## src/rtl/piano_voice_select_pkg.sv

```systemverilog
// Shared types and default timing constants for the piano output stage.
package piano_pkg;

  localparam int CLK_HZ                  = 50_000_000;
  localparam int DEFAULT_DEBOUNCE_CYCLES = CLK_HZ / 100;
  localparam int DEFAULT_SUSTAIN_CYCLES  = CLK_HZ / 4;

  typedef enum logic [1:0] {
    IDLE,
    PLAY,
    SUSTAIN
  } voice_state_t;

endpackage

```

## src/rtl/piano_voice_select_if.sv

```systemverilog
// Key/note inputs and voice outputs of the piano output stage.
interface piano_voice_select_if #(
  parameter int NUM_KEYS = 8
) ();

  logic [NUM_KEYS-1:0]         keys;
  logic [NUM_KEYS-1:0]         notes;
  logic                        speaker;
  logic [$clog2(NUM_KEYS)-1:0] active_key;
  logic                        key_valid;
  logic                        note_on;

  modport master (
    output keys, notes,
    input  speaker, active_key, key_valid, note_on
  );

  modport slave (
    input  keys, notes,
    output speaker, active_key, key_valid, note_on
  );

endinterface

```

## src/rtl/piano_voice_select_key_debouncer.sv

```systemverilog
// One raw push-button: 2-flop synchronizer followed by a restart-on-bounce debouncer.
module key_debouncer #(
  parameter int DEBOUNCE_CYCLES = 4
) (
  input  logic clk,
  input  logic reset,
  input  logic key,
  output logic stable
);

  localparam int CW = $clog2(DEBOUNCE_CYCLES);

  logic [1:0]    sync_q;
  logic [CW-1:0] cnt_q;

  // The counter only runs while the synced level disagrees with the accepted one.
  always_ff @(posedge clk) begin
    if (reset) begin
      sync_q <= '0;
      stable <= 1'b0;
      cnt_q  <= '0;
    end else begin
      sync_q <= {sync_q[0], key};
      if (sync_q[1] == stable) begin
        cnt_q <= '0;
      end else if (cnt_q == CW'(DEBOUNCE_CYCLES - 1)) begin
        stable <= sync_q[1];
        cnt_q  <= '0;
      end else begin
        cnt_q <= cnt_q + 1'b1;
      end
    end
  end

endmodule

```

## src/rtl/piano_voice_select.sv

```systemverilog
// Debounces keys, picks the lowest-index pressed key and gates its note onto the speaker.
// Optional sustain after the last release is compiled in when SUSTAIN_EN is defined.
module piano_voice_select
  import piano_pkg::*;
#(
  parameter int NUM_KEYS        = 8,
  parameter int DEBOUNCE_CYCLES = DEFAULT_DEBOUNCE_CYCLES,
  parameter int SUSTAIN_CYCLES  = DEFAULT_SUSTAIN_CYCLES
) (
  input logic                 clk,
  input logic                 reset,
  piano_voice_select_if.slave bus
);

  localparam int KW = $clog2(NUM_KEYS);

  if (NUM_KEYS < 2 || NUM_KEYS > 16) begin : g_bad_num_keys
    $error("NUM_KEYS must be within 2..16");
  end
  if (DEBOUNCE_CYCLES < 2) begin : g_bad_debounce
    $error("DEBOUNCE_CYCLES must be at least 2");
  end
  if (SUSTAIN_CYCLES < 1) begin : g_bad_sustain
    $error("SUSTAIN_CYCLES must be at least 1");
  end

  logic [NUM_KEYS-1:0] deb;
  logic [KW-1:0]       pri_idx;
  logic                any;

  voice_state_t  state_q, state_d;
  logic [KW-1:0] sel_q, sel_d;
  logic          note_on_q, note_on_d;
  logic          speaker_q;

`ifdef SUSTAIN_EN
  localparam int SW = (SUSTAIN_CYCLES > 1) ? $clog2(SUSTAIN_CYCLES) : 1;
  logic [SW-1:0] sus_cnt_q, sus_cnt_d;
`endif

  for (genvar i = 0; i < NUM_KEYS; i++) begin : g_key
    key_debouncer #(
      .DEBOUNCE_CYCLES(DEBOUNCE_CYCLES)
    ) u_deb (
      .clk    (clk),
      .reset  (reset),
      .key    (bus.keys[i]),
      .stable (deb[i])
    );
  end

  always_comb begin
    pri_idx = '0;
    for (int i = NUM_KEYS - 1; i >= 0; i--) begin
      if (deb[i]) pri_idx = KW'(i);
    end
  end

  assign any = |deb;

  always_comb begin
    state_d   = state_q;
    sel_d     = sel_q;
    note_on_d = 1'b0;
`ifdef SUSTAIN_EN
    sus_cnt_d = sus_cnt_q;
`endif
    case (state_q)
      IDLE: begin
        if (any) begin
          state_d   = PLAY;
          sel_d     = pri_idx;
          note_on_d = 1'b1;
        end
      end
      PLAY: begin
        if (!any) begin
`ifdef SUSTAIN_EN
          state_d   = SUSTAIN;
          sus_cnt_d = SW'(SUSTAIN_CYCLES - 1);
`else
          state_d   = IDLE;
`endif
        end else if (pri_idx != sel_q) begin
          sel_d     = pri_idx;
          note_on_d = 1'b1;
        end
      end
`ifdef SUSTAIN_EN
      // A press during sustain always counts as a new note, even the same key.
      SUSTAIN: begin
        if (any) begin
          state_d   = PLAY;
          sel_d     = pri_idx;
          note_on_d = 1'b1;
        end else if (sus_cnt_q == '0) begin
          state_d = IDLE;
        end else begin
          sus_cnt_d = sus_cnt_q - 1'b1;
        end
      end
`endif
      default: state_d = IDLE;
    endcase
  end

  always_ff @(posedge clk) begin
    if (reset) begin
      state_q   <= IDLE;
      sel_q     <= '0;
      note_on_q <= 1'b0;
      speaker_q <= 1'b0;
`ifdef SUSTAIN_EN
      sus_cnt_q <= '0;
`endif
    end else begin
      state_q   <= state_d;
      sel_q     <= sel_d;
      note_on_q <= note_on_d;
      speaker_q <= (state_q != IDLE) && bus.notes[sel_q];
`ifdef SUSTAIN_EN
      sus_cnt_q <= sus_cnt_d;
`endif
    end
  end

  assign bus.speaker    = speaker_q;
  assign bus.active_key = sel_q;
  assign bus.key_valid  = (state_q != IDLE);
  assign bus.note_on    = note_on_q;

endmodule

```

## src/flat_wrapper.sv

```systemverilog
// flat-port wrapper written by rule: the top's interface ports become plain ports
module piano_voice_select_flat import piano_pkg::*;
#(
  parameter int NUM_KEYS        = 8,
  parameter int DEBOUNCE_CYCLES = DEFAULT_DEBOUNCE_CYCLES,
  parameter int SUSTAIN_CYCLES  = DEFAULT_SUSTAIN_CYCLES
)
  (clk, reset, bus_keys, bus_notes, bus_speaker, bus_active_key, bus_key_valid, bus_note_on);
  piano_voice_select_if #(.NUM_KEYS(NUM_KEYS)) bus_i ();
  input logic clk;
  input logic reset;
  input wire logic [$bits(bus_i.keys)-1:0] bus_keys;
  input wire logic [$bits(bus_i.notes)-1:0] bus_notes;
  output wire logic [$bits(bus_i.speaker)-1:0] bus_speaker;
  output wire logic [$bits(bus_i.active_key)-1:0] bus_active_key;
  output wire logic [$bits(bus_i.key_valid)-1:0] bus_key_valid;
  output wire logic [$bits(bus_i.note_on)-1:0] bus_note_on;
  assign bus_i.keys = bus_keys;
  assign bus_i.notes = bus_notes;
  assign bus_speaker = bus_i.speaker;
  assign bus_active_key = bus_i.active_key;
  assign bus_key_valid = bus_i.key_valid;
  assign bus_note_on = bus_i.note_on;
  piano_voice_select #(.NUM_KEYS(NUM_KEYS), .DEBOUNCE_CYCLES(DEBOUNCE_CYCLES), .SUSTAIN_CYCLES(SUSTAIN_CYCLES)) u_core (.clk(clk), .reset(reset), .bus(bus_i));
endmodule
```

## config.mk

```make
export PLATFORM = sky130hd
export DESIGN_NAME = piano_voice_select_flat
export DESIGN_NICKNAME = d
export VERILOG_FILES = /design/src/rtl/piano_voice_select_pkg.sv /design/src/rtl/piano_voice_select_if.sv /design/src/rtl/piano_voice_select_key_debouncer.sv /design/src/rtl/piano_voice_select.sv /design/src/flat_wrapper.sv
export SDC_FILE = /design/constraint.sdc
export NUM_CORES = 1
export LEC_CHECK = 0
export CORE_AREA = 8 8 107 133
export CTS_BUF_LIST = sky130_fd_sc_hd__clkbuf_4 sky130_fd_sc_hd__clkbuf_8
export CTS_CLUSTER_SIZE = 14
export DETAILED_ROUTE_END_ITERATION = 12
export DIE_AREA = 0 0 115 141
export GPL_TIMING_DRIVEN = 1
export MAX_ROUTING_LAYER = met4
export PLACE_DENSITY = 0.81
export SYNTH_ARGS = -nofsm -noshare
export SYNTH_HDL_FRONTEND = slang
export SYNTH_SLANG_ARGS = --single-unit
```

## constraint.sdc

```tcl
create_clock -name clk -period 5.55 [get_ports clk]
set_input_delay 1.3875 -clock clk [delete_from_list [all_inputs] [get_ports clk]]
set_output_delay 1.3875 -clock clk [all_outputs]
set_load 0.02 [all_outputs]
```

### Yosys cells after proc, flatten, opt, wreduce, memory -nomap -nowiden

Cells that the tools add are included.

* add/sub/neg operators: 8
* order comparisons: 1
* equal/unequal tests: 22
* multiplexer cells: 21
* bitwise operators: 8
* reduce and logical (&&, ||, !) cells: 23

Operators with widths (number)
* 19-bit by 1-bit adder with 19-bit output, second input constant: 8
* 19-bit equality test, second input constant: 8
* 3-bit two-way mux: 11
* 3-bit OR reduction: 8
* 2-bit AND reduction: 9
* 1-bit equality test: 8
* 1-bit NOT: 8
* 8-bit OR reduction: 1
* 2-bit by 1-bit inequality test with 1-bit output, second input constant: 3
* 3-bit one-hot mux with 2 select lines: 1
* 3-bit by 4-bit < comparator with 1-bit output, second input constant: 1
* 1-bit two-way mux: 4
* 2-bit two-way mux: 2
* 2-bit one-hot mux with 2 select lines: 1
* 4-bit AND reduction: 1
* 2-bit nonzero test: 2
* 1-bit binary-select mux with 3-bit select: 1
* 3-bit inequality test: 1
* 2-bit by 1-bit equality test with 1-bit output, second input constant: 1
* 2-bit logical NOT: 1
* 2-bit inequality test, second input constant: 1
* 1-bit one-hot mux with 2 select lines: 1
* 1-bit logical AND: 1

* bits in registers: 183
* input port bits: 18

### Depth between registers and ports, before layout

* depth in word-level cells: 12
* gate-level depth with buffers: 8

### Cells and area by module

Synthesis repeated with hierarchy kept, for this count alone.

* cell total of the unflattened synthesis: 925
* area, all modules: 8331.7 µm²

Modules (own cells, without submodules)
* key_debouncer: times used 8, cells each 109, area each 979.7 µm², sequential area each 440.4 µm²
* piano_voice_select: times used 1, cells each 53, area each 494.2 µm², sequential area each 120.1 µm²

### Worst setup path before layout

No wires, ideal clock.

* path kind: input to register
* start point: input port reset
* end point: register u_core.g_key[5].u_deb.cnt_q[10]
* arrival: 2.382 ns
* data required time: 5.485 ns
* path slack: 3.103 ns
* stages: 6
* buffers on the path: 3
* cells stage by stage: clkbuf_1 -> nand2b_1 -> or2_2 -> buf_2 -> buf_2 -> nor2_1

* word-level cells in the longest chain between the ends: 1

RTL lines
* start, declared: line flat_wrapper.sv:11 `input logic reset;`
* 3-bit OR reduction (no source line)
* end signal, assigned: line piano_voice_select_key_debouncer.sv:30 `cnt_q <= cnt_q + 1'b1;`
* end, declared: line piano_voice_select_key_debouncer.sv:14 `logic [CW-1:0] cnt_q;`

Every way passes these cells.
A chain may end at the register's enable or synchronous reset.

### Worst setup path in the final report

* start point: register u_core.sel_q[0] (netlist: u_core.bus.active_key[0])
* end point: output port bus_active_key[0]

RTL lines
* start, declared: line piano_voice_select.sv:32 `logic [KW-1:0] sel_q, sel_d;`
* start signal, assigned: line piano_voice_select.sv:118 `sel_q <= sel_d;`
* end, declared: line flat_wrapper.sv:15 `output wire logic [$bits(bus_i.active_key)-1:0] bus_active_key;`

No word-level cell between the ends.

==> impl_metrics.csv <==
group,metric,value,unit
global_routing,grt_pass1_wl,24180,µm
timing,slew_violations,0,
timing,slew_headroom,0.5194,
clocking,max-clock-path-buffers,2,
power_and_ir_drop,p_int,0.001857,W
power_and_ir_drop,p_switching,0.0004952,W
synthesis,syn_area,0.007715,mm²
routing,drc_errors,0,
setup_path,cp_top_family,"buffers and inverters",
clocking,cts_resized,0,
timing,fmax,334.0,MHz
clocking,htreeDepth,4,
setup_path,path_cells,"clkdlybuf4s50_1",
finish,layout.area.seq,0.003643,mm²
finish,nets,920,
synthesis,ys_warn_count,0,
clocking,cts_tree,"done",
placement,portBuffers,23,
placement,gp_congestion,0.8340,
placement,hpwl,10160,µm
setup_path,cp-startpoint,"u_core.bus.active_key[0]",
finish,multi_input_area,0.003889,mm²
clocking,post_cts_buffers,0,
global_routing,grt_usage,0.1872,
finish,post-route-util,0.7006,
synthesis,netlist.top_cell.by_area,"dfxtp_1",
setup_path,reg2reg_from,"u_core.g_key[4].u_deb.cnt_q[6]",
setup_path,cp.required,4.16,ns
power_and_ir_drop,power.density,278.6,mW/mm²
routing,ant_nets,0,
hold_path,worstHoldStart,"u_core.g_key[6].u_deb.sync_q[0]",
power_and_ir_drop,pwr-share-seq,0.566,
synthesis,synth.avg_cell_area,8.847,µm²
synthesis,synth_edf_count,0,
synthesis,synthDistinctLibCells,39,
synthesis,postSynthNetCount,900,
finish,drive_gt1_frac,0.04989,
synthesis,synth-async-reset-ratio,0,
setup_path,slowest_stage,"clkdlybuf4s50_1",
global_routing,antenna_found_initial,0,
synthesis,yosysSeqAreaShare,0.4723,
routing,via_per_inst,5.371,
global_routing,grt_max_degree,40,
finish,fin_area,0.008442,mm²
power_and_ir_drop,p_leak,2.755,nW
setup_path,end_kind,"output port",
clocking,clock_latency,0.46,ns
clocking,numCtsBuffers,17,
hold_path,hp-class,"reg -> reg",
synthesis,synth.area.top_cells,"dfxtp_1 47%, nor2_1 9.3%, xor2_1 9.2%",
timing,max_slew.worst_pin.slew,0.7144,ns
routing,vias,5726,
synthesis,ys.flop_type,"dfxtp_1",
placement,dpl_cell_area,0.008035,mm²
finish,antenna_cells,0,
synthesis,netlist_instances,872,
routing,dr.pass1.iters,4,
setup_path,arrival,1.61,ns
floorplanning,die_area,0.01622,mm²
power_and_ir_drop,ir_worst_vdd,0.1996,mV
power_and_ir_drop,share_comb_of_total_power,0.042,
floorplanning,die_h,141,µm
finish,syn2layout_area_growth,9.423,%
floorplanning,num_rows,45,
clocking,cts_root_buf,"clkbuf_8",
setup_path,worstPathMaxFanout,5,
run,max-cap-violations,0,
timing,period_share,0.5394,
synthesis,ys_ff_latch,182,
timing,grt_setup_unrepaired,"no",
timing,fin_tns_setup,0,ns
timing,timing.hold.ws,0.4409,ns
floorplanning,boundaryPins,24,
timing,clock_skew,0.007062,ns
routing,routedWlPerCell,12.92,µm
timing,period_needed,2.994,ns
timing,finalHoldViolCount,0,
global_routing,gr-total-overflow,0,
timing,setup_viol,0,
setup_path,crit_buf_inv,1,
routing,wl,13770,µm
power_and_ir_drop,swShare,0.2105,
floorplanning,start_util,0.6403,
finish,fillCellCount,980,
finish,final_common_cell,"nor2_1",
floorplanning,core_area,0.01205,mm²
clocking,cts_sinks,182,
outcome,status,"finished, final reports clean",
power_and_ir_drop,clockPowerShare,0.392,
setup_path,worstSetupPathType,"reg -> out",
setup_path,worstSetupStartpointType,"flop",
synthesis,netlist.area_leader.share,0.4723,
floorplanning,fp.dieW,115,µm
global_routing,grt_pass1_vias,5764,
finish,mostFrequentLayoutCells,"192 x nor2_1, 182 x dfxtp_1, 81 x xor2_1, 63 x nand2_1, 59 x xnor2_1",
setup_path,max_stage_delay,0.67,ns
clocking,holdBufCountCts,0,
routing,drtIter0Drc,236,
clocking,clkTransAtPathRegs,0.08,ns
[worst paths after layout]
kind	end	slack, ns	depth (start not counted)
max	bus_active_key[0]	2.56	1
min	u_core.g_key[6].u_deb.sync_q[1]	0.44	1
max reg2reg	u_core.g_key[4].u_deb.cnt_q[3]	3.42	4
min reg2reg	u_core.g_key[6].u_deb.sync_q[1]	0.44	1
[through the flow]
step | total power [W] | cells | worst slack [ns]
after floorplan | 0.001423 | 872 | 3.103
after global placement | 0.001457 | 1037 | 2.524
after detailed placement | 0.001462 | 1037 | 2.440
after CTS | 0.002379 | 1066 | 2.495
after global routing | 0.002444 | 1066 | 2.484
final | 0.002352 | 1066 | 2.556
[routing by layer]
metal	up-vias	wire, µm	global-route usage
met4	0	211	0.08460
met5	-	0	-
met1	2710	5830	0.1854
met3	24	474	0.04915
met2	67	7257	0.3347
li1	2925	-	-
[power by group through the flow]
| stage | logic (W) | clock network [W] | registers, W |
|---|---|---|---|
| after global routing | 0.000108 | 0.00100 | 0.00133 |
| after CTS | 0.0000992 | 0.000948 | 0.00133 |
| final | 0.0000979 | 0.000923 | 0.00133 |
| after floorplan | 0.0000562 | 0 | 0.00137 |
| after global placement | 0.0000952 | 0 | 0.00136 |
| after detailed placement | 0.0000990 | 0 | 0.00136 |
[registers in the layout, indices dropped and copies added, names as in the netlist]
signal and cells:
u_core.g_key.u_deb.cnt_q 152, u_core.g_key.u_deb.sync_q 16, u_core.g_key.u_deb.stable 8, u_core.bus.active_key 3
u_core.bus.note_on 1, u_core.bus.speaker 1, u_core.state_q 1
[synth_stat cells (7+ instances only)]
cell	instances
and3_1	23
nor4_1	12
nor4b_1	11
buf_2	13
nand2_1	63
xnor2_1	59
nor2_1	192
and4_1	7
mux2i_1	10
ha_1	10
o21ai_0	10
or2_2	8
or3_1	8
a21oi_1	11
nand3_1	56
dfxtp_1	182
nand4_1	21
nand2b_1	11
nor2b_1	18
nor3_1	18
inv_1	16
xor2_1	81
[cells by family after synthesis]
family | share of synthesized area
mux | 0.01881
simple gates | 0.2945
buf+inv | 0.02368
compound gates | 0.01557
fa+ha+maj | 0.01622
xor+xnor | 0.1589
flops | 0.4723
[final cells by class]
type / instances / share of cell area
repair buffers: 24 / 0.02816
inverters: 16 / 0.007114
flip-flops and latches: 182 / 0.4316
well taps: 164 / 0.02431
clock buffers: 18 / 0.02935
multi-input cells: 651 / 0.4606
clock inverters: 11 / 0.01882
(Power assumes the default switching activity.)
